[src/rtl/alu_share_ctrl_if.sv]
// Bundle of the request, response and ALU-side signals of the shared-ALU controller.
// The slave modport is the controller's view; master is the environment's view.
interface alu_share_ctrl_if #(
  parameter int W = 32
);
  logic         req_valid0;
  logic         req_valid1;
  logic         req_ready0;
  logic         req_ready1;
  logic [5:0]   req_ctrl0;
  logic [5:0]   req_ctrl1;
  logic [W-1:0] req_a0;
  logic [W-1:0] req_b0;
  logic [W-1:0] req_a1;
  logic [W-1:0] req_b1;

  logic         rsp_valid0;
  logic         rsp_valid1;
  logic         rsp_ready0;
  logic         rsp_ready1;
  logic [W-1:0] rsp_data;
  logic         rsp_zero;
  logic         rsp_ovf;
  logic         rsp_err;

  logic [5:0]   alu_ctrl;
  logic [W-1:0] alu_a;
  logic [W-1:0] alu_b;
  logic [W-1:0] alu_out;
  logic         alu_zero;
  logic         alu_ovf;

  logic         busy;

  modport slave (
    input  req_valid0, req_valid1, req_ctrl0, req_ctrl1,
           req_a0, req_b0, req_a1, req_b1,
           rsp_ready0, rsp_ready1,
           alu_out, alu_zero, alu_ovf,
    output req_ready0, req_ready1,
           rsp_valid0, rsp_valid1, rsp_data, rsp_zero, rsp_ovf, rsp_err,
           alu_ctrl, alu_a, alu_b, busy
  );

  modport master (
    output req_valid0, req_valid1, req_ctrl0, req_ctrl1,
           req_a0, req_b0, req_a1, req_b1,
           rsp_ready0, rsp_ready1,
           alu_out, alu_zero, alu_ovf,
    input  req_ready0, req_ready1,
           rsp_valid0, rsp_valid1, rsp_data, rsp_zero, rsp_ovf, rsp_err,
           alu_ctrl, alu_a, alu_b, busy
  );
endinterface

[src/rtl/alu_share_ctrl.sv]
// Arbitrates two requesters onto one combinational ALU: accept, execute for one
// cycle, then hold the captured result until the winning port takes it.
module alu_share_ctrl #(
  parameter bit FIXED_PRIO = 1'b0,
  parameter int W          = 32
) (
  input  logic              clk,
  input  logic              rst_n,
  alu_share_ctrl_if.slave   bus
);

  typedef enum logic [1:0] {
    IDLE = 2'd0,
    EXEC = 2'd1,
    RESP = 2'd2
  } state_t;

  state_t       state_q, state_d;
  logic         last_grant_q, last_grant_d;
  logic         grant_q, grant_d;
  logic [5:0]   ctrl_q, ctrl_d;
  logic [W-1:0] a_q, a_d;
  logic [W-1:0] b_q, b_d;
  logic [W-1:0] out_q, out_d;
  logic         zero_q, zero_d;
  logic         ovf_q, ovf_d;
  logic         err_q, err_d;

  logic sel;
  logic ready0;
  logic ready1;
  logic accept;
  logic unsupported;
  logic rsp_taken;

  // On a tie round-robin favours the port that did not win last time.
  always_comb begin
    sel = 1'b0;
    if (bus.req_valid0 && bus.req_valid1) begin
      sel = FIXED_PRIO ? 1'b0 : ~last_grant_q;
    end else if (bus.req_valid1) begin
      sel = 1'b1;
    end
  end

  // Gated by rst_n so no ready can escape while the block is held in reset.
  assign ready0 = rst_n && (state_q == IDLE) && bus.req_valid0 && !sel;
  assign ready1 = rst_n && (state_q == IDLE) && bus.req_valid1 && sel;
  assign accept = ready0 || ready1;

  always_comb begin
    case (ctrl_q)
      6'd1, 6'd4, 6'd5, 6'd8, 6'd9, 6'd10, 6'd12, 6'd13, 6'd14,
      6'd32, 6'd34, 6'd36, 6'd37, 6'd39, 6'd42: unsupported = 1'b0;
      default:                                  unsupported = 1'b1;
    endcase
  end

  assign rsp_taken = grant_q ? bus.rsp_ready1 : bus.rsp_ready0;

  always_comb begin
    state_d      = state_q;
    last_grant_d = last_grant_q;
    grant_d      = grant_q;
    ctrl_d       = ctrl_q;
    a_d          = a_q;
    b_d          = b_q;
    out_d        = out_q;
    zero_d       = zero_q;
    ovf_d        = ovf_q;
    err_d        = err_q;
    case (state_q)
      IDLE: begin
        if (accept) begin
          ctrl_d       = sel ? bus.req_ctrl1 : bus.req_ctrl0;
          a_d          = sel ? bus.req_a1    : bus.req_a0;
          b_d          = sel ? bus.req_b1    : bus.req_b0;
          grant_d      = sel;
          last_grant_d = sel;
          state_d      = EXEC;
        end
      end
      EXEC: begin
        out_d   = bus.alu_out;
        zero_d  = bus.alu_zero;
        ovf_d   = bus.alu_ovf;
        err_d   = unsupported;
        state_d = RESP;
      end
      RESP: begin
        if (rsp_taken) begin
          state_d = IDLE;
        end
      end
      default: state_d = IDLE;
    endcase
  end

  always_ff @(posedge clk or negedge rst_n) begin
    if (!rst_n) begin
      state_q      <= IDLE;
      last_grant_q <= 1'b1;
      grant_q      <= 1'b0;
      ctrl_q       <= '0;
      a_q          <= '0;
      b_q          <= '0;
      out_q        <= '0;
      zero_q       <= 1'b0;
      ovf_q        <= 1'b0;
      err_q        <= 1'b0;
    end else begin
      state_q      <= state_d;
      last_grant_q <= last_grant_d;
      grant_q      <= grant_d;
      ctrl_q       <= ctrl_d;
      a_q          <= a_d;
      b_q          <= b_d;
      out_q        <= out_d;
      zero_q       <= zero_d;
      ovf_q        <= ovf_d;
      err_q        <= err_d;
    end
  end

  assign bus.req_ready0 = ready0;
  assign bus.req_ready1 = ready1;
  assign bus.rsp_valid0 = (state_q == RESP) && !grant_q;
  assign bus.rsp_valid1 = (state_q == RESP) && grant_q;
  assign bus.rsp_data   = out_q;
  assign bus.rsp_zero   = zero_q;
  assign bus.rsp_ovf    = ovf_q;
  assign bus.rsp_err    = err_q;
  // Only the execute cycle presents a real opcode; operands stay on the bus.
  assign bus.alu_ctrl   = (state_q == EXEC) ? ctrl_q : 6'd0;
  assign bus.alu_a      = a_q;
  assign bus.alu_b      = b_q;
  assign bus.busy       = (state_q == EXEC) || (state_q == RESP);

endmodule

[src/flat_wrapper.sv]
// flat-port wrapper written by rule: the top's interface ports become plain ports
module alu_share_ctrl_flat 
#(
  parameter bit FIXED_PRIO = 1'b0,
  parameter int W          = 32
)
  (clk, rst_n, bus_req_valid0, bus_req_valid1, bus_req_ctrl0, bus_req_ctrl1, bus_req_a0, bus_req_b0, bus_req_a1, bus_req_b1, bus_rsp_ready0, bus_rsp_ready1, bus_alu_out, bus_alu_zero, bus_alu_ovf, bus_req_ready0, bus_req_ready1, bus_rsp_valid0, bus_rsp_valid1, bus_rsp_data, bus_rsp_zero, bus_rsp_ovf, bus_rsp_err, bus_alu_ctrl, bus_alu_a, bus_alu_b, bus_busy);
  alu_share_ctrl_if #(.W(W)) bus_i ();
  input  logic clk;
  input  logic rst_n;
  input wire logic [$bits(bus_i.req_valid0)-1:0] bus_req_valid0;
  input wire logic [$bits(bus_i.req_valid1)-1:0] bus_req_valid1;
  input wire logic [$bits(bus_i.req_ctrl0)-1:0] bus_req_ctrl0;
  input wire logic [$bits(bus_i.req_ctrl1)-1:0] bus_req_ctrl1;
  input wire logic [$bits(bus_i.req_a0)-1:0] bus_req_a0;
  input wire logic [$bits(bus_i.req_b0)-1:0] bus_req_b0;
  input wire logic [$bits(bus_i.req_a1)-1:0] bus_req_a1;
  input wire logic [$bits(bus_i.req_b1)-1:0] bus_req_b1;
  input wire logic [$bits(bus_i.rsp_ready0)-1:0] bus_rsp_ready0;
  input wire logic [$bits(bus_i.rsp_ready1)-1:0] bus_rsp_ready1;
  input wire logic [$bits(bus_i.alu_out)-1:0] bus_alu_out;
  input wire logic [$bits(bus_i.alu_zero)-1:0] bus_alu_zero;
  input wire logic [$bits(bus_i.alu_ovf)-1:0] bus_alu_ovf;
  output wire logic [$bits(bus_i.req_ready0)-1:0] bus_req_ready0;
  output wire logic [$bits(bus_i.req_ready1)-1:0] bus_req_ready1;
  output wire logic [$bits(bus_i.rsp_valid0)-1:0] bus_rsp_valid0;
  output wire logic [$bits(bus_i.rsp_valid1)-1:0] bus_rsp_valid1;
  output wire logic [$bits(bus_i.rsp_data)-1:0] bus_rsp_data;
  output wire logic [$bits(bus_i.rsp_zero)-1:0] bus_rsp_zero;
  output wire logic [$bits(bus_i.rsp_ovf)-1:0] bus_rsp_ovf;
  output wire logic [$bits(bus_i.rsp_err)-1:0] bus_rsp_err;
  output wire logic [$bits(bus_i.alu_ctrl)-1:0] bus_alu_ctrl;
  output wire logic [$bits(bus_i.alu_a)-1:0] bus_alu_a;
  output wire logic [$bits(bus_i.alu_b)-1:0] bus_alu_b;
  output wire logic [$bits(bus_i.busy)-1:0] bus_busy;
  assign bus_i.req_valid0 = bus_req_valid0;
  assign bus_i.req_valid1 = bus_req_valid1;
  assign bus_i.req_ctrl0 = bus_req_ctrl0;
  assign bus_i.req_ctrl1 = bus_req_ctrl1;
  assign bus_i.req_a0 = bus_req_a0;
  assign bus_i.req_b0 = bus_req_b0;
  assign bus_i.req_a1 = bus_req_a1;
  assign bus_i.req_b1 = bus_req_b1;
  assign bus_i.rsp_ready0 = bus_rsp_ready0;
  assign bus_i.rsp_ready1 = bus_rsp_ready1;
  assign bus_i.alu_out = bus_alu_out;
  assign bus_i.alu_zero = bus_alu_zero;
  assign bus_i.alu_ovf = bus_alu_ovf;
  assign bus_req_ready0 = bus_i.req_ready0;
  assign bus_req_ready1 = bus_i.req_ready1;
  assign bus_rsp_valid0 = bus_i.rsp_valid0;
  assign bus_rsp_valid1 = bus_i.rsp_valid1;
  assign bus_rsp_data = bus_i.rsp_data;
  assign bus_rsp_zero = bus_i.rsp_zero;
  assign bus_rsp_ovf = bus_i.rsp_ovf;
  assign bus_rsp_err = bus_i.rsp_err;
  assign bus_alu_ctrl = bus_i.alu_ctrl;
  assign bus_alu_a = bus_i.alu_a;
  assign bus_alu_b = bus_i.alu_b;
  assign bus_busy = bus_i.busy;
  alu_share_ctrl #(.FIXED_PRIO(FIXED_PRIO), .W(W)) u_core (.clk(clk), .rst_n(rst_n), .bus(bus_i));
endmodule
[config.mk]
export PLATFORM = sky130hd
export DESIGN_NAME = alu_share_ctrl_flat
export DESIGN_NICKNAME = d
export VERILOG_FILES = /design/src/rtl/alu_share_ctrl_if.sv /design/src/rtl/alu_share_ctrl.sv /design/src/flat_wrapper.sv
export SDC_FILE = /design/constraint.sdc
export NUM_CORES = 1
export LEC_CHECK = 0
export BUFFER_PORTS_ARGS = -buffer_cell sky130_fd_sc_hd__buf_2
export CAP_MARGIN = 20
export CELL_PAD_IN_SITES_DETAIL_PLACEMENT = 2
export CELL_PAD_IN_SITES_GLOBAL_PLACEMENT = 2
export CORE_UTILIZATION = 28
export CTS_BUF_LIST = sky130_fd_sc_hd__clkbuf_8
export DETAILED_ROUTE_END_ITERATION = 8
export PLACE_DENSITY = 0.9
export SYNTH_ARGS = -nofsm -noshare
export SYNTH_HDL_FRONTEND = slang
export SYNTH_SLANG_ARGS = --single-unit
[constraint.sdc]
create_clock -name clk -period 5.2 [get_ports clk]
set_input_delay 1.04 -clock clk [delete_from_list [all_inputs] [get_ports clk]]
set_output_delay 1.04 -clock clk [all_outputs]
set_load 0.005 [all_outputs]
-- Word-level counts from Yosys, hierarchy flattened
Memory sizes are Yosys's and may differ from the RTL's. A register that Yosys moved wholly into a read port is not among the register bits.
Cells that the tools add are included.
- bits in registers: 108
- memory bits (read-only): 64
- bits of input ports: 180
- output and inout bits: 110
- word-level logic and storage cells: 41
- memories kept: 1
- memory list (name ; depth ; width ; read ports ; clocked after Yosys merged registers in ; wr ports ; line ; RTL):
    (no name shown) ; 64 ; 1 ; 1 ; 1 ; 0 ; alu_share_ctrl.sv:52 ; case (ctrl_q)
- equality and inequality tests: 4
- muxes and demuxes: 10
- bitwise logic cells: 1
- reductions and logical operators: 16
- operator list (cell ; number):
    $mux 32 ; 2
    $mux 6 ; 2
    $logic_and 1x1->1 ; 8
    $pmux 2 s3 ; 1
    $mux 2 ; 2
    $ne 2x1->1 const B ; 2
    $reduce_and 2->1 ; 2
    $logic_not 1->1 ; 3
    $mux 1 ; 3
    $eq 2x1->1 const B ; 1
    $eq 2x2->1 const B ; 1
    $logic_not 2->1 ; 1
    $logic_or 1x1->1 ; 2
    $not 1->1 ; 1

-- Longest topological paths before layout
Gate-level depths: netlist (run 1).
- word-level depth: 7
- gate-level depth with buffers: 7
- gate-level depth less buffers: 5

-- Worst setup path before layout (run 1)
OpenSTA, ideal clock, no wires.
- kind: in2out
- start: in bus_req_valid1
- end: out bus_req_ready0
- arrival: 1581 ps
- required time: 4160 ps
- path slack: 2579 ps
- cell stages on the path: 4
- buffers on the path: 2
- cell sequence: a21boi_2 buf_6 buf_6 nor2_1
- cells in the longest elaborated chain, start to end: 4
- elaborated cells on any way between the ends: 5
- those cells by class: 2 x mux; 3 x reduce/logical
- ends and longest elaborated chain (item ; line ; RTL):
    start, declared ; flat_wrapper.sv:12 ; input wire logic [$bits(bus_i.req_valid1)-1:0] bus_req_valid1;
    $mux 1 or $logic_and 1x1->1 (tied branches) ; alu_share_ctrl.sv:41, alu_share_ctrl.sv:39 ;
    $mux 1 * ; alu_share_ctrl.sv:39 ; if (bus.req_valid0 && bus.req_valid1) begin
    $logic_not 1->1 * ; alu_share_ctrl.sv:47 ; assign ready0 = rst_n && (state_q == IDLE) && bus.req_valid0 && !sel;
    $logic_and 1x1->1 * ; alu_share_ctrl.sv:47 ;
    end, declared ; flat_wrapper.sv:24 ; output wire logic [$bits(bus_i.req_ready0)-1:0] bus_req_ready0;
Every way passes the cells marked *; elsewhere a longest branch is shown, timed or not.

-- Worst setup path after layout (run 1)
- start: reg u_core.state_q[1]
- end: out bus_alu_ctrl[5]
- cells in the longest elaborated chain, start to end: 2
- ends and longest elaborated chain (item ; line ; RTL):
    start, declared ; alu_share_ctrl.sv:18 ; state_t state_q, state_d;
    start signal, assigned ; alu_share_ctrl.sv:112 ; state_q <= state_d;
    $eq 2x1->1 ; alu_share_ctrl.sv:134 ; assign bus.alu_ctrl = (state_q == EXEC) ? ctrl_q : 6'd0;
    $mux 6 ; alu_share_ctrl.sv:134 ;
    end, declared ; flat_wrapper.sv:32 ; output wire logic [$bits(bus_i.alu_ctrl)-1:0] bus_alu_ctrl;
Every way passes these cells.

==> results of run 1 <==
[per-stage QoR]
step                area, um^2  cells
floorplan                 4900    419
global placement          6510    912
detailed placement        6510    912
CTS                       6700    928
global route              6700    928
finish                    6700    928
[layer usage]
metal / vias to the layer above / GRT usage, %
met2: 172 / 33.5
met4: 0 / 5.18
li1: 1998 / -
met5: - / 0
met3: 13 / 4.50
met1: 2062 / 19.0
[sequential cells by signal (all words and copies together), names as in the netlist]
signal / cells
u_core.bus.alu_a: 32
u_core.bus.alu_b: 32
u_core.bus.rsp_data: 32
u_core.ctrl_q: 6
u_core.state_q: 2
u_core.bus.rsp_err: 1
u_core.bus.rsp_ovf: 1
u_core.bus.rsp_zero: 1
u_core.grant_q: 1
u_core.last_grant_q: 1
[cell families (layout without fill, tap and decap cells)]
| kind of cell | after synthesis | count (layout) | synth area share, % |
|---|---|---|---|
| buf+inv | 32 | 316 | 3.96 |
| mux | 107 | 107 | 22.8 |
| compound gates | 79 | 79 | 9.01 |
| flops | 109 | 109 | 55.7 |
| fa+ha+maj | 5 | 5 | 1.28 |
| simple gates | 87 | 87 | 7.28 |
[cell type report]
| class | instances | area share (%) |
|---|---|---|
| timing repair buffer | 295 | 22.3 |
| tap | 225 | 4.20 |
| clock buffer | 10 | 2.05 |
| clock inverter | 6 | 0.840 |
| multi-input combinational | 278 | 29.6 |
| inverter | 5 | 0.280 |
| sequential | 109 | 40.7 |
[path summary, 6_finish.rpt]
kind,endpoint,depth (start not counted),slack [ns],from
max in group asynchronous,u_core.ctrl_q[0],2,3.47,rst_n
setup reg to reg,u_core.state_q[0],6,2.70,u_core.state_q[1]
hold reg to reg,u_core.bus.alu_b[11],2,0.49,u_core.bus.alu_b[11]
min in group asynchronous,u_core.bus.rsp_data[26],1,0.59,rst_n
setup / recovery,bus_alu_ctrl[5],5,1.88,u_core.state_q[1]
hold / removal,u_core.bus.alu_b[11],2,0.49,u_core.bus.alu_b[11]
[report_power, final]
group	switching, uW	total, uW	leakage [uW]	internal [uW]
Combinational	741	1470	0.00212	726
Sequential	224	1480	0.00133	1260
Clock	287	519	0.000102	232
[placed cells by master, fill, tap and decap left out, types with 2 or more instances in the layout]
| master | n |
|---|---|
| sky130_fd_sc_hd__buf_2 | 288 |
| sky130_fd_sc_hd__dfrtp_1 | 108 |
| sky130_fd_sc_hd__mux2i_1 | 71 |
| sky130_fd_sc_hd__nand2_1 | 71 |
| sky130_fd_sc_hd__o21ai_1 | 69 |
| sky130_fd_sc_hd__mux2_2 | 36 |
| sky130_fd_sc_hd__clkbuf_8 | 10 |
| sky130_fd_sc_hd__inv_1 | 8 |
| sky130_fd_sc_hd__buf_4 | 7 |
| sky130_fd_sc_hd__and2_1 | 5 |
| sky130_fd_sc_hd__nor2_1 | 4 |
| sky130_fd_sc_hd__ha_1 | 4 |
| sky130_fd_sc_hd__nand3_1 | 2 |
| sky130_fd_sc_hd__nand2b_1 | 2 |
| sky130_fd_sc_hd__o21ai_0 | 2 |
| sky130_fd_sc_hd__clkinvlp_4 | 2 |
[worst min-delay path: cells and delay by family, from the launching register on]
kind,cells,cell delay [ns]
AO/OA/AOI/OAI,1,0.06
flip-flops,1,0.35
AND/OR/NAND/NOR,1,0.05
==> flow_summary.html, run 1 <==
<table>
<tr><th>Metric</th><th>Value</th></tr>
<tr><th colspan="2">STA</th></tr>
<tr><td>Final Max Slew Viols</td><td>0</td></tr>
<tr><td>Ratio of final minimum period to clock period</td><td>roughly 64%</td></tr>
<tr><td>Highest clock rate</td><td>301 MHz</td></tr>
<tr><td>Final setup violation count</td><td>0</td></tr>
<tr><td>Worst rel slew slack</td><td>approximately 37%</td></tr>
<tr><td>Setup TNS after final layout</td><td>0 ns</td></tr>
<tr><td>Final critical-path required period</td><td>3.32 ns</td></tr>
<tr><td>Hold WS</td><td>between 0.4 and 0.5 ns</td></tr>
<tr><td>Clock skew</td><td>0.0149 ns</td></tr>
<tr><td>Hold Violations, Final</td><td>0</td></tr>
<tr><td>RSZ-0062 raised after global routing</td><td>no</td></tr>
<tr><td>Actual transition at the worst max-transition pin</td><td>0.952 ns</td></tr>
<tr><td>Worst Setup Slack, final</td><td>1.88 ns</td></tr>
<tr><th colspan="2">Power and ir drop</th></tr>
<tr><td>Power per cell area</td><td>517 mW/mm^2</td></tr>
<tr><td>Maximum VDD drop</td><td>around 180 uV</td></tr>
<tr><td>Pwr Total</td><td>approximately 3500 uW</td></tr>
<tr><td>Static leakage</td><td>0.00355 uW</td></tr>
<tr><th colspan="2">Routing</th></tr>
<tr><td>Routed wire length on met2</td><td>8.40 mm</td></tr>
<tr><td>Metal-1 WL</td><td>5.93 mm</td></tr>
<tr><td>Antenna Violating Nets Remaining</td><td>0</td></tr>
<tr><td>Initial drt markers</td><td>72</td></tr>
<tr><td>Vias per inst</td><td>4.57</td></tr>
<tr><td>Routed wirelength normalized by instance count</td><td>16.8 um</td></tr>
<tr><td>First drt pass iteration count</td><td>4</td></tr>
<tr><td>Total vias in the final route</td><td>around 4,200</td></tr>
<tr><td>Total detailed-routing wirelength</td><td>between 15 and 20 mm</td></tr>
<tr><td>Number of DRC violations after detailed routing</td><td>0</td></tr>
<tr><td>Top Layer Used</td><td>met4</td></tr>
<tr><td>Routed wire length on met3</td><td>1.05 mm</td></tr>
<tr><th colspan="2">Global routing</th></tr>
<tr><td>Number of global-route vias before repair</td><td>4,739</td></tr>
<tr><td>Pin count of the biggest net entering global routing</td><td>71</td></tr>
<tr><td>Tot GR Track Use</td><td>17.6%</td></tr>
<tr><td>Antenna violations before repair</td><td>0</td></tr>
<tr><td>Congestion Overflow GR</td><td>0</td></tr>
<tr><td>Wire length of the first global-routing pass</td><td>24.5 mm</td></tr>
<tr><th colspan="2">Synth</th></tr>
<tr><td>Top area cells in the synthesized netlist</td><td>sky130_fd_sc_hd__dfrtp_1, sky130_fd_sc_hd__mux2i_1, sky130_fd_sc_hd__mux2_2</td></tr>
<tr><td>Number of unique standard cell types used by synthesis</td><td>28</td></tr>
<tr><td>Sequential cell area fraction in the yosys report</td><td>55.7%</td></tr>
<tr><td>Post-Synthesis Cells</td><td>419</td></tr>
<tr><td>Mapped cell area</td><td>0.00490 mm^2</td></tr>
<tr><td>Share of the synthesized area in the top cell type</td><td>55.2%</td></tr>
<tr><td>Average size of a mapped cell</td><td>roughly 12 um^2</td></tr>
<tr><td>Share of flip-flops with an asynchronous set or reset after synthesis</td><td>100%</td></tr>
<tr><td>Top flip-flop cell by instance count after synthesis</td><td>sky130_fd_sc_hd__dfrtp_1</td></tr>
<tr><td>Synthesized netlist net count</td><td>approximately 600</td></tr>
<tr><td>Most used standard cells in the synthesized netlist</td><td>sky130_fd_sc_hd__dfrtp_1, sky130_fd_sc_hd__mux2i_1, sky130_fd_sc_hd__nand2_1</td></tr>
<tr><td>Count leader, synth</td><td>sky130_fd_sc_hd__dfrtp_1</td></tr>
<tr><td>Yosys warns</td><td>0</td></tr>
<tr><td>Cell taking the most area after synthesis</td><td>sky130_fd_sc_hd__dfrtp_1</td></tr>
<tr><td>Number of flops mapped to enable cells by yosys</td><td>0</td></tr>
<tr><td>Total of flip-flops plus latches after synthesis</td><td>approximately 110</td></tr>
<tr><th colspan="2">Placement</th></tr>
<tr><td>HPWL reported at the end of detailed placement</td><td>between 10 and 15 mm</td></tr>
<tr><td>Count of input and output buffers</td><td>approximately 290</td></tr>
<tr><td>Last weighted congestion value of the routability-driven placer</td><td>0.717</td></tr>
<tr><td>Worst-case setup slack after placement</td><td>1.97 ns</td></tr>
<tr><th colspan="2">Cells and area</th></tr>
<tr><td>Area of all sequential standard cells</td><td>0.00273 mm^2</td></tr>
<tr><td>Post-layout util</td><td>between 30% and 40%</td></tr>
<tr><td>Total area of multi-input combinational cells</td><td>0.00199 mm^2</td></tr>
<tr><td>Layout area overhead</td><td>36.8%</td></tr>
<tr><td>Fraction of layout cells with a size suffix above 1</td><td>49.6%</td></tr>
<tr><td>Number of fill cells in the layout</td><td>1,963</td></tr>
<tr><td>Fin nets</td><td>883</td></tr>
<tr><td>Antenna Cells</td><td>0</td></tr>
<tr><th colspan="2">Worst setup path</th></tr>
<tr><td>Worst Path Max Fanout</td><td>40</td></tr>
<tr><td>Sum of buffers and inverters on the critical path</td><td>3</td></tr>
<tr><td>Worst setup SP type</td><td>register</td></tr>
<tr><td>Family with the most delay on the worst path</td><td>adder cells</td></tr>
<tr><td>Worst setup EP type</td><td>output port</td></tr>
<tr><td>Biggest cell delay along the critical path</td><td>0.84 ns</td></tr>
<tr><td>Cell Chain, Critical Path</td><td>inv_1, ha_2, inv_1, nor2_1, buf_2</td></tr>
<tr><td>Crit Path Category</td><td>register to output port</td></tr>
<tr><td>Crit-path slowest cell</td><td>sky130_fd_sc_hd__ha_2</td></tr>
<tr><td>Crit path required time</td><td>approximately 4.2 ns</td></tr>
<tr><td>Most frequent CP cell</td><td>sky130_fd_sc_hd__inv_1</td></tr>
<tr><td>Data arrival time of the critical path</td><td>2.28 ns</td></tr>
<tr><th colspan="2">Floorplanning</th></tr>
<tr><td>Initial core utilization</td><td>28.5%</td></tr>
<tr><td>Die Footprint</td><td>0.0180 mm^2</td></tr>
<tr><td>Number of placement rows</td><td>48</td></tr>
<tr><td>Core Footprint</td><td>0.0172 mm^2</td></tr>
<tr><td>DIE HEIGHT</td><td>between 100 and 150 um</td></tr>
<tr><td>Horizontal die dimension</td><td>between 100 and 150 um</td></tr>
<tr><td>Number of ports placed on the die boundary</td><td>290</td></tr>
<tr><th colspan="2">Clock tree</th></tr>
<tr><td>Root Driver</td><td>sky130_fd_sc_hd__clkbuf_8</td></tr>
<tr><td>Clock-pin slew of the registers on the worst-case setup and hold paths</td><td>0.10 ns</td></tr>
<tr><td>Clk Latency, worst-skew pair</td><td>0.37 ns</td></tr>
<tr><td>CTS buffer count</td><td>9</td></tr>
<tr><td>Post CTS Setup Buffer Count</td><td>0</td></tr>
<tr><td>Longest Clk Path Bufs</td><td>2</td></tr>
<tr><td>Clock tree from TritonCTS</td><td>built</td></tr>
<tr><td>Total of hold buffers inserted after clock tree synthesis</td><td>0</td></tr>
<tr><td>Number of sinks on the clock net</td><td>109</td></tr>
<tr><td>Resized Gates After CTS</td><td>0</td></tr>
<tr><td>Number of H-tree branching levels</td><td>3</td></tr>
<tr><th colspan="2">Run status</th></tr>
<tr><td>Run status</td><td>complete, no violations</td></tr>
<tr><th colspan="2">Hold path</th></tr>
<tr><td>Class of the worst hold path</td><td>register to register</td></tr>
<tr><th colspan="2">Flow run</th></tr>
<tr><td>Max-cap check violation count</td><td>0</td></tr>
</table>
Note: power is estimated with default switching activity, not from simulation.
==> inputs of run 2 (changes only) <==
ABC_AREA = 1   (was default)
CORE_UTILIZATION = 27   (was 28)
PLACE_DENSITY = 0.86   (was 0.9)
clock period = 3.42 ns   (was 5.2 ns; I/O delays follow)
==> run 2 against run 1 <==
  * Synthesized cell count increased by 59%
  * Sequential share of layout area decreased by 5.2 points
  * Setup slack got worse by 1.1 ns
  * Critical path depth increased by 1
  * Sequential power increased by 54%
  * Utilization decreased by 3.7 points
  * Critical path type unchanged
  * Largest power group is now combinational cells
==> flow_summary.html, run 2 <==
<table>
<tr><th>Metric</th><th>Value</th></tr>
<tr><th colspan="2">Synth</th></tr>
<tr><td>Most used standard cells in the synthesized netlist</td><td>sky130_fd_sc_hd__nand2_1, sky130_fd_sc_hd__dfrtp_1, sky130_fd_sc_hd__inv_1</td></tr>
<tr><td>Cell taking the most area after synthesis</td><td>sky130_fd_sc_hd__dfrtp_1</td></tr>
<tr><td>Mapped cell area</td><td>0.00597 mm^2 (+22%)</td></tr>
<tr><td>Synthesized netlist net count</td><td>850 (+41%)</td></tr>
<tr><td>Number of flops mapped to enable cells by yosys</td><td>0 (unchanged)</td></tr>
<tr><td>Post-Synthesis Cells</td><td>665 (+59%)</td></tr>
<tr><td>Sequential cell area fraction in the yosys report</td><td>45.7% (-10 points)</td></tr>
<tr><td>Share of the synthesized area in the top cell type</td><td>45.2% (-9.9 points)</td></tr>
<tr><td>Yosys warns</td><td>0 (unchanged)</td></tr>
<tr><td>Total of flip-flops plus latches after synthesis</td><td>109 (unchanged)</td></tr>
<tr><td>Average size of a mapped cell</td><td>8.98 um^2 (-23%)</td></tr>
<tr><td>Count leader, synth</td><td>sky130_fd_sc_hd__nand2_1</td></tr>
<tr><td>Top area cells in the synthesized netlist</td><td>sky130_fd_sc_hd__dfrtp_1, sky130_fd_sc_hd__nand2_1, sky130_fd_sc_hd__o211ai_2</td></tr>
<tr><td>Share of flip-flops with an asynchronous set or reset after synthesis</td><td>100% (unchanged)</td></tr>
<tr><td>Number of unique standard cell types used by synthesis</td><td>23 (-18%)</td></tr>
<tr><td>Top flip-flop cell by instance count after synthesis</td><td>sky130_fd_sc_hd__dfrtp_1</td></tr>
<tr><th colspan="2">Clock tree</th></tr>
<tr><td>CTS buffer count</td><td>9 (unchanged)</td></tr>
<tr><td>Clock-pin slew of the registers on the worst-case setup and hold paths</td><td>0.13 ns (+0.03 ns)</td></tr>
<tr><td>Longest Clk Path Bufs</td><td>2 (unchanged)</td></tr>
<tr><td>Number of H-tree branching levels</td><td>3 (unchanged)</td></tr>
<tr><td>Post CTS Setup Buffer Count</td><td>0 (unchanged)</td></tr>
<tr><td>Number of sinks on the clock net</td><td>109 (unchanged)</td></tr>
<tr><td>Root Driver</td><td>sky130_fd_sc_hd__clkbuf_8</td></tr>
<tr><td>Clk Latency, worst-skew pair</td><td>0.39 ns (+0.02 ns)</td></tr>
<tr><td>Clock tree from TritonCTS</td><td>built</td></tr>
<tr><td>Total of hold buffers inserted after clock tree synthesis</td><td>0 (unchanged)</td></tr>
<tr><td>Resized Gates After CTS</td><td>0 (unchanged)</td></tr>
<tr><th colspan="2">Cells and area</th></tr>
<tr><td>Fraction of layout cells with a size suffix above 1</td><td>46.0% (-3.6 points)</td></tr>
<tr><td>Number of fill cells in the layout</td><td>2,615 (+33%)</td></tr>
<tr><td>Fin nets</td><td>1,119 (+27%)</td></tr>
<tr><td>Layout area overhead</td><td>28.6%</td></tr>
<tr><td>Leading cell types in the layout, fill and taps excluded</td><td>sky130_fd_sc_hd__nand2_1, sky130_fd_sc_hd__buf_2, sky130_fd_sc_hd__dfrtp_1, sky130_fd_sc_hd__inv_1, sky130_fd_sc_hd__o211ai_2</td></tr>
<tr><td>Most common cell after layout, fill and taps aside</td><td>sky130_fd_sc_hd__nand2_1</td></tr>
<tr><td>Number of standard cells in the layout, taps in and fillers out</td><td>1,223 (+32%)</td></tr>
<tr><th colspan="2">Floorplanning</th></tr>
<tr><td>Initial core utilization</td><td>27.5% (-1.1 points)</td></tr>
<tr><td>Die Footprint</td><td>0.0227 mm^2 (+26%)</td></tr>
<tr><td>Horizontal die dimension</td><td>151 um (+12%)</td></tr>
<tr><td>Core Footprint</td><td>0.0218 mm^2 (+27%)</td></tr>
<tr><td>DIE HEIGHT</td><td>151 um (+12%)</td></tr>
<tr><td>Number of placement rows</td><td>54 (+13%)</td></tr>
<tr><td>Number of ports placed on the die boundary</td><td>290 (unchanged)</td></tr>
<tr><th colspan="2">Global routing</th></tr>
<tr><td>Tot GR Track Use</td><td>17.7% (+0.066 points)</td></tr>
<tr><td>Congestion Overflow GR</td><td>0 (unchanged)</td></tr>
<tr><td>Wire length of the first global-routing pass</td><td>30.8 mm (+26%)</td></tr>
<tr><td>Antenna violations before repair</td><td>3 (+3)</td></tr>
<tr><td>Number of global-route vias before repair</td><td>5,855 (+24%)</td></tr>
<tr><td>Pin count of the biggest net entering global routing</td><td>87 (+23%)</td></tr>
<tr><th colspan="2">Routing</th></tr>
<tr><td>Vias per inst</td><td>4.46 (-2.4%)</td></tr>
<tr><td>Initial drt markers</td><td>121 (+68%)</td></tr>
<tr><td>Metal-1 WL</td><td>7.80 mm (+31%)</td></tr>
<tr><td>Routed wire length on met2</td><td>10.8 mm (+28%)</td></tr>
<tr><td>Antenna Violating Nets Remaining</td><td>0 (unchanged)</td></tr>
<tr><td>Routed wire length on met3</td><td>990 um (-5.7%)</td></tr>
<tr><td>Number of DRC violations after detailed routing</td><td>0 (unchanged)</td></tr>
<tr><td>Total detailed-routing wirelength</td><td>20.2 mm (+29%)</td></tr>
<tr><td>Routed wirelength normalized by instance count</td><td>16.5 um (-1.7%)</td></tr>
<tr><td>First drt pass iteration count</td><td>4 (unchanged)</td></tr>
<tr><td>Total vias in the final route</td><td>5,460 (+29%)</td></tr>
<tr><td>Top Layer Used</td><td>met4</td></tr>
<tr><th colspan="2">STA</th></tr>
<tr><td>Clock skew</td><td>0.0161 ns (+0.00119 ns)</td></tr>
<tr><td>Hold WS</td><td>0.0572 ns (-0.435 ns)</td></tr>
<tr><td>Worst Setup Slack, final</td><td>0.813 ns (-1.06 ns)</td></tr>
<tr><td>Final setup violation count</td><td>0 (unchanged)</td></tr>
<tr><td>Setup TNS after final layout</td><td>0 ns (unchanged)</td></tr>
<tr><td>RSZ-0062 raised after global routing</td><td>no</td></tr>
<tr><td>Final Max Slew Viols</td><td>0 (unchanged)</td></tr>
<tr><td>Highest clock rate</td><td>384 MHz</td></tr>
<tr><td>Actual transition at the worst max-transition pin</td><td>0.900 ns (-0.0521 ns)</td></tr>
<tr><td>Ratio of final minimum period to clock period</td><td>between 70% and 80%</td></tr>
<tr><td>Hold Violations, Final</td><td>0 (unchanged)</td></tr>
<tr><td>Final critical-path required period</td><td>2.61 ns</td></tr>
<tr><td>Worst rel slew slack</td><td>40.0% (+3.5 points)</td></tr>
<tr><th colspan="2">Hold path</th></tr>
<tr><td>Class of the worst hold path</td><td>input port to asynchronous set/reset pin</td></tr>
<tr><th colspan="2">Power and ir drop</th></tr>
<tr><td>Power share of the sequential group</td><td>40.1% (-2.6 points)</td></tr>
<tr><td>Static leakage</td><td>0.00457 uW (+29%)</td></tr>
<tr><td>Clock power share</td><td>14.6% (-0.4 points)</td></tr>
<tr><td>Pwr Total</td><td>5700 uW (+64%)</td></tr>
<tr><td>Part of the total power dissipated in combinational logic</td><td>45.3% (+3.0 points)</td></tr>
<tr><td>Net Sw Power</td><td>2470 uW (+97%)</td></tr>
<tr><td>Internal portion of total power</td><td>3230 uW (+46%)</td></tr>
<tr><td>Switching portion of total power</td><td>43.3% (+7.2 points)</td></tr>
<tr><td>Power per cell area</td><td>742 mW/mm^2 (+43%)</td></tr>
<tr><td>Maximum VDD drop</td><td>186 uV (+2.3%)</td></tr>
<tr><th colspan="2">Placement</th></tr>
<tr><td>Worst-case setup slack after placement</td><td>0.948 ns (-1.02 ns)</td></tr>
<tr><td>Cell count after placement</td><td>1,203 (+32%)</td></tr>
<tr><td>Count of input and output buffers</td><td>289 (unchanged)</td></tr>
<tr><td>HPWL reported at the end of detailed placement</td><td>15.1 mm (+21%)</td></tr>
<tr><td>Last weighted congestion value of the routability-driven placer</td><td>0.774 (+7.9%)</td></tr>
<tr><th colspan="2">Worst setup path</th></tr>
<tr><td>Family with the most delay on the worst path</td><td>simple AND/OR/NAND/NOR gates</td></tr>
<tr><td>Most frequent CP cell</td><td>sky130_fd_sc_hd__nand2_1</td></tr>
<tr><td>Data arrival time of the critical path</td><td>1.92 ns (-0.36 ns)</td></tr>
<tr><td>Worst setup EP type</td><td>output port</td></tr>
<tr><td>Startpoint of the worst-slack reg-to-reg timing path</td><td>u_core.last_grant_q</td></tr>
<tr><td>Worst-case register-to-register setup slack</td><td>1.23 ns (-1.47 ns)</td></tr>
<tr><td>Worst Path Max Fanout</td><td>56 (+40%)</td></tr>
<tr><td>Biggest cell delay along the critical path</td><td>0.56 ns (-0.28 ns)</td></tr>
<tr><td>Crit-path slowest cell</td><td>sky130_fd_sc_hd__dfstp_2</td></tr>
<tr><td>Worst setup SP type</td><td>register</td></tr>
<tr><td>Crit path required time</td><td>2.74 ns (-1.42 ns)</td></tr>
<tr><td>Cell Chain, Critical Path</td><td>nand2_1, nand2_8, inv_2, nand2_1, inv_1, buf_2</td></tr>
<tr><td>Number of cells on the worst reg-to-reg path</td><td>6 (unchanged)</td></tr>
<tr><td>Sum of buffers and inverters on the critical path</td><td>3 (unchanged)</td></tr>
<tr><td>Worst flop-to-flop path endpoint</td><td>u_core.bus.alu_a[25]</td></tr>
<tr><td>Crit Path Category</td><td>register to output port</td></tr>
<tr><th colspan="2">Run status</th></tr>
<tr><td>Run status</td><td>complete, no violations</td></tr>
<tr><th colspan="2">Flow run</th></tr>
<tr><td>Max-cap check violation count</td><td>0 (unchanged)</td></tr>
</table>
run 2: area by class of cell:
| class | count | area [um^2] | share of cell area [%] |
|---|---|---|---|
| flip-flops and latches | 109 | 2730 | 35.5 |
| multi-input cells | 429 | 2530 | 32.9 |
| repair buffers | 295 | 1510 | 19.6 |
| inverters | 90 | 350 | 4.56 |
| well taps | 280 | 350 | 4.56 |
| clock buffers | 9 | 124 | 1.61 |
| clock inverters | 7 | 83.8 | 1.09 |
| diodes | 4 | 10.0 | 0.130 |
run 2: power by group through the flow:
stage	Sequential [uW]	Clock, uW	Combinational (uW)
floorplan	2320	0	1490
global placement	2270	0	2510
detailed placement	2310	0	2660
CTS	2290	877	2670
global route	2360	919	2910
finish	2280	833	2580
run 2: worst max-delay path by stage:
stage                              from              to  slack, ns  depth (start not counted)
floorplan                bus_req_valid0  bus_req_ready0       1.57                          5
CTS                 u_core.last_grant_q  bus_req_ready1       0.74                          6
finish              u_core.last_grant_q  bus_req_ready1       0.81                          6
global placement         bus_req_valid0  bus_req_ready0       1.04                          6
detailed placement       bus_req_valid0  bus_req_ready1       0.95                          7
global route        u_core.last_grant_q  bus_req_ready0       0.69                          5
run 2: worst register-to-register path: cells and delay by family, from the launching register on:
kind / cells / cell delay, ns
buffers and inverters: 1 / 0.50
flip-flops: 1 / 0.56
AND/OR/NAND/NOR: 4 / 0.91
AO/OA/AOI/OAI: 1 / 0.11
run 2: layer usage:
| layer | track usage [%] | vias to the layer above |
|---|---|---|
| met3 | 3.06 | 36 |
| met4 | 8.45 | 0 |
| met5 | 0 | - |
| met1 | 19.4 | 2686 |
| li1 | - | 2578 |
| met2 | 32.7 | 160 |
run 2: kinds of logic (layout without fill, tap and decap cells):
family          Yosys count  after routing  synth area share [%]
other cells               0              4                     0
fa+ha+maj                 5              5                  1.05
flops                   109            109                  45.7
simple gates            350            350                  26.1
buf+inv                 127            401                  12.1
compound gates           74             74                  15.1
run 2: stage by stage:
stage / utilization, % / area [um^2]
CTS: 35.3 / 7670
floorplan: - / 5970
detailed placement: 34.3 / 7460
global placement: 34.3 / 7460
global route: 35.3 / 7680
finish: 35.3 / 7680
==> inputs of run 3 (changes only) <==
clock period = 2.4 ns   (was 3.42 ns; I/O delays follow)
==> run 3 against run 2 <==
  * Hold slack better by 0.11 ns
  * Total power is 42% higher
  * Setup slack worse by 0.52 ns
  * Sequential power is 43% higher
  * Combinational power is 42% higher
  * Clock skew is 0.0027 ns higher
  * Die area stayed put
  * Clock power is 43% higher
  * First-iteration DRC count is 15% lower
  * Largest cell class unchanged
==> flow_summary.html, run 3 (synthesis results as in run 2) <==
<table>
<tr><th>Metric</th><th>Value</th></tr>
<tr><th colspan="2">Run status</th></tr>
<tr><td>Run status</td><td>complete, no violations</td></tr>
<tr><th colspan="2">STA</th></tr>
<tr><td>Highest clock rate</td><td>between 400 and 500 MHz</td></tr>
<tr><td>Setup TNS after final layout</td><td>0 ns (unchanged)</td></tr>
<tr><td>Final critical-path required period</td><td>around 2.1 ns</td></tr>
<tr><td>Final setup violation count</td><td>0 (unchanged)</td></tr>
<tr><td>Final Max Slew Viols</td><td>0 (unchanged)</td></tr>
<tr><td>Hold Violations, Final</td><td>0 (unchanged)</td></tr>
<tr><td>Actual transition at the worst max-transition pin</td><td>0.640 ns (-0.260 ns)</td></tr>
<tr><td>RSZ-0062 raised after global routing</td><td>no</td></tr>
<tr><td>Worst rel slew slack</td><td>57.4% (+17 points)</td></tr>
<tr><td>Clock skew</td><td>0.0187 ns (+0.00266 ns)</td></tr>
<tr><td>Ratio of final minimum period to clock period</td><td>just under 90%</td></tr>
<tr><td>Hold WS</td><td>0.165 ns (+0.108 ns)</td></tr>
<tr><th colspan="2">Placement</th></tr>
<tr><td>Last weighted congestion value of the routability-driven placer</td><td>0.709 (-8.4%)</td></tr>
<tr><td>HPWL reported at the end of detailed placement</td><td>14.7 mm (-2.9%)</td></tr>
<tr><td>Count of input and output buffers</td><td>289 (unchanged)</td></tr>
<tr><th colspan="2">Routing</th></tr>
<tr><td>Top Layer Used</td><td>met4</td></tr>
<tr><td>Metal-1 WL</td><td>7.64 mm (-2.1%)</td></tr>
<tr><td>Routed wire length on met2</td><td>10.6 mm (-1.9%)</td></tr>
<tr><td>Initial drt markers</td><td>103 (-15%)</td></tr>
<tr><td>Vias per inst</td><td>4.43 (-0.87%)</td></tr>
<tr><td>Routed wirelength normalized by instance count</td><td>16.3 um (-1.4%)</td></tr>
<tr><td>Total vias in the final route</td><td>5,417 (-0.79%)</td></tr>
<tr><td>Antenna Violating Nets Remaining</td><td>0 (unchanged)</td></tr>
<tr><td>Number of DRC violations after detailed routing</td><td>0 (unchanged)</td></tr>
<tr><td>First drt pass iteration count</td><td>4 (unchanged)</td></tr>
<tr><td>Routed wire length on met3</td><td>1.09 mm (+9.7%)</td></tr>
<tr><td>Total detailed-routing wirelength</td><td>19.9 mm (-1.3%)</td></tr>
<tr><th colspan="2">Worst setup path</th></tr>
<tr><td>Worst setup EP type</td><td>output port</td></tr>
<tr><td>Crit-path slowest cell</td><td>sky130_fd_sc_hd__dfrtp_1</td></tr>
<tr><td>Family with the most delay on the worst path</td><td>flip-flops</td></tr>
<tr><td>Cell Chain, Critical Path</td><td>inv_1, ha_1, nand2_1, inv_2, nand2_1, inv_1, buf_2</td></tr>
<tr><td>Crit Path Category</td><td>register to output port</td></tr>
<tr><td>Startpoint of the worst-slack reg-to-reg timing path</td><td>u_core.state_q[0]</td></tr>
<tr><td>Sum of buffers and inverters on the critical path</td><td>4 (+1)</td></tr>
<tr><td>Worst setup SP type</td><td>register</td></tr>
<tr><td>Crit path required time</td><td>1.92 ns (-0.82 ns)</td></tr>
<tr><td>Worst Path Max Fanout</td><td>4 (-93%)</td></tr>
<tr><td>Worst setup startpoint</td><td>u_core.state_q[0]</td></tr>
<tr><td>Data arrival time of the critical path</td><td>1.62 ns (-0.30 ns)</td></tr>
<tr><td>Biggest cell delay along the critical path</td><td>0.44 ns (-0.12 ns)</td></tr>
<tr><th colspan="2">Clock tree</th></tr>
<tr><td>Number of sinks on the clock net</td><td>109 (unchanged)</td></tr>
<tr><td>Total of hold buffers inserted after clock tree synthesis</td><td>0 (unchanged)</td></tr>
<tr><td>Longest Clk Path Bufs</td><td>2 (unchanged)</td></tr>
<tr><td>CTS buffer count</td><td>9 (unchanged)</td></tr>
<tr><td>Root Driver</td><td>sky130_fd_sc_hd__clkbuf_8</td></tr>
<tr><td>Number of H-tree branching levels</td><td>3 (unchanged)</td></tr>
<tr><td>Clock tree from TritonCTS</td><td>built</td></tr>
<tr><td>Clock-pin slew of the registers on the worst-case setup and hold paths</td><td>0.13 ns (about the same)</td></tr>
<tr><td>Post CTS Setup Buffer Count</td><td>0 (unchanged)</td></tr>
<tr><td>Resized Gates After CTS</td><td>0 (unchanged)</td></tr>
<tr><td>Clk Latency, worst-skew pair</td><td>0.41 ns (+0.02 ns)</td></tr>
<tr><th colspan="2">Power and ir drop</th></tr>
<tr><td>Part of the total power dissipated in combinational logic</td><td>45.2% (about the same)</td></tr>
<tr><td>Switching portion of total power</td><td>43.1% (-0.21 points)</td></tr>
<tr><td>Clock power share</td><td>14.6% (about the same)</td></tr>
<tr><td>Static leakage</td><td>0.00458 uW (+0.14%)</td></tr>
<tr><td>Power share of the sequential group</td><td>40.1% (about the same)</td></tr>
<tr><td>Pwr Total</td><td>8110 uW (+42%)</td></tr>
<tr><td>Maximum VDD drop</td><td>312 uV (+68%)</td></tr>
<tr><td>Internal portion of total power</td><td>4610 uW (+43%)</td></tr>
<tr><td>Power per cell area</td><td>1050 mW/mm^2 (+42%)</td></tr>
<tr><td>Net Sw Power</td><td>3500 uW (+42%)</td></tr>
<tr><th colspan="2">Floorplanning</th></tr>
<tr><td>Core Footprint</td><td>0.0218 mm^2 (unchanged)</td></tr>
<tr><td>Die Footprint</td><td>0.0227 mm^2 (unchanged)</td></tr>
<tr><td>Number of ports placed on the die boundary</td><td>290 (unchanged)</td></tr>
<tr><td>Initial core utilization</td><td>27.5% (unchanged)</td></tr>
<tr><td>Number of placement rows</td><td>54 (unchanged)</td></tr>
<tr><td>Horizontal die dimension</td><td>151 um (unchanged)</td></tr>
<tr><td>DIE HEIGHT</td><td>151 um (unchanged)</td></tr>
<tr><th colspan="2">Global routing</th></tr>
<tr><td>Congestion Overflow GR</td><td>0 (unchanged)</td></tr>
<tr><td>Antenna violations before repair</td><td>5 (+2)</td></tr>
<tr><td>Pin count of the biggest net entering global routing</td><td>110 (+26%)</td></tr>
<tr><td>Wire length of the first global-routing pass</td><td>30.7 mm (about the same)</td></tr>
<tr><td>Tot GR Track Use</td><td>17.6% (-0.049 points)</td></tr>
<tr><td>Number of global-route vias before repair</td><td>5,995 (+2.4%)</td></tr>
<tr><th colspan="2">Cells and area</th></tr>
<tr><td>Total area of multi-input combinational cells</td><td>0.00253 mm^2 (about the same)</td></tr>
<tr><td>Area of all sequential standard cells</td><td>0.00273 mm^2 (unchanged)</td></tr>
<tr><td>Number of fill cells in the layout</td><td>2,546 (-2.6%)</td></tr>
<tr><td>Post-layout util</td><td>35.4% (+0.11 points)</td></tr>
<tr><td>Fraction of layout cells with a size suffix above 1</td><td>46.1% (+0.11 points)</td></tr>
<tr><td>Most common cell after layout, fill and taps aside</td><td>sky130_fd_sc_hd__nand2_1</td></tr>
<tr><td>Fin nets</td><td>1,119 (unchanged)</td></tr>
<tr><td>Layout area overhead</td><td>29.0%</td></tr>
<tr><td>Leading cell types in the layout, fill and taps excluded</td><td>sky130_fd_sc_hd__nand2_1, sky130_fd_sc_hd__buf_2, sky130_fd_sc_hd__dfrtp_1, sky130_fd_sc_hd__inv_1, sky130_fd_sc_hd__o211ai_2</td></tr>
<tr><th colspan="2">Flow run</th></tr>
<tr><td>Max-cap check violation count</td><td>0 (unchanged)</td></tr>
<tr><th colspan="2">Hold path</th></tr>
<tr><td>Class of the worst hold path</td><td>input port to asynchronous set/reset pin</td></tr>
</table>
[run 3: cell count changes in the layout (fill, tap and decap cells not counted), sizes merged]
cell	change
diode	+1
[run 3: worst paths after layout]
kind                                           end  slack, ns  depth (start not counted)
setup / recovery                    bus_req_ready1       0.30                          7
hold / removal                u_core.bus.alu_b[27]       0.16                          2
setup reg to reg              u_core.bus.alu_b[28]       0.36                          8
hold reg to reg            u_core.bus.rsp_data[24]       0.48                          2
max in group asynchronous     u_core.bus.alu_a[22]       1.72                          2
min in group clk            u_core.bus.rsp_data[6]       0.26                          3
[run 3: through the flow]
step | setup WS, ns | instance area (um^2) | cells
2_1_floorplan | 0.776 | 5970 | 665
3_3_place_gp | 0.351 | 7490 | 1203
3_5_place_dp | 0.312 | 7490 | 1203
4_1_cts | 0.0406 | 7690 | 1219
5_1_grt | 0.126 | 7710 | 1224
6_report | 0.298 | 7710 | 1224
[run 3: layout make-up]
type | count | area share [%]
Clock buffer | 9 | 1.61
Tap cell | 280 | 4.55
Multi-Input combinational cell | 429 | 32.8
Timing Repair Buffer | 295 | 19.9
Sequential cell | 109 | 35.4
Antenna cell | 5 | 0.162
Clock inverter | 7 | 1.02
Inverter | 90 | 4.55
[run 3: per-layer routing]
metal / up-vias / GRT usage, %
met3: 36 / 3.61
li1: 2582 / -
met5: - / 0
met4: 0 / 8.55
met2: 160 / 32.8
met1: 2639 / 18.8
[run 3: power by group through the flow]
stage                     Combinational (uW)  Sequential (uW)  Clock, uW
after detailed placement                3770             3300          0
after floorplan                         2130             3310          0
final                                   3670             3260       1190
after global routing                    4150             3370       1310
after global placement                  3580             3240          0
after CTS                               3790             3270       1260
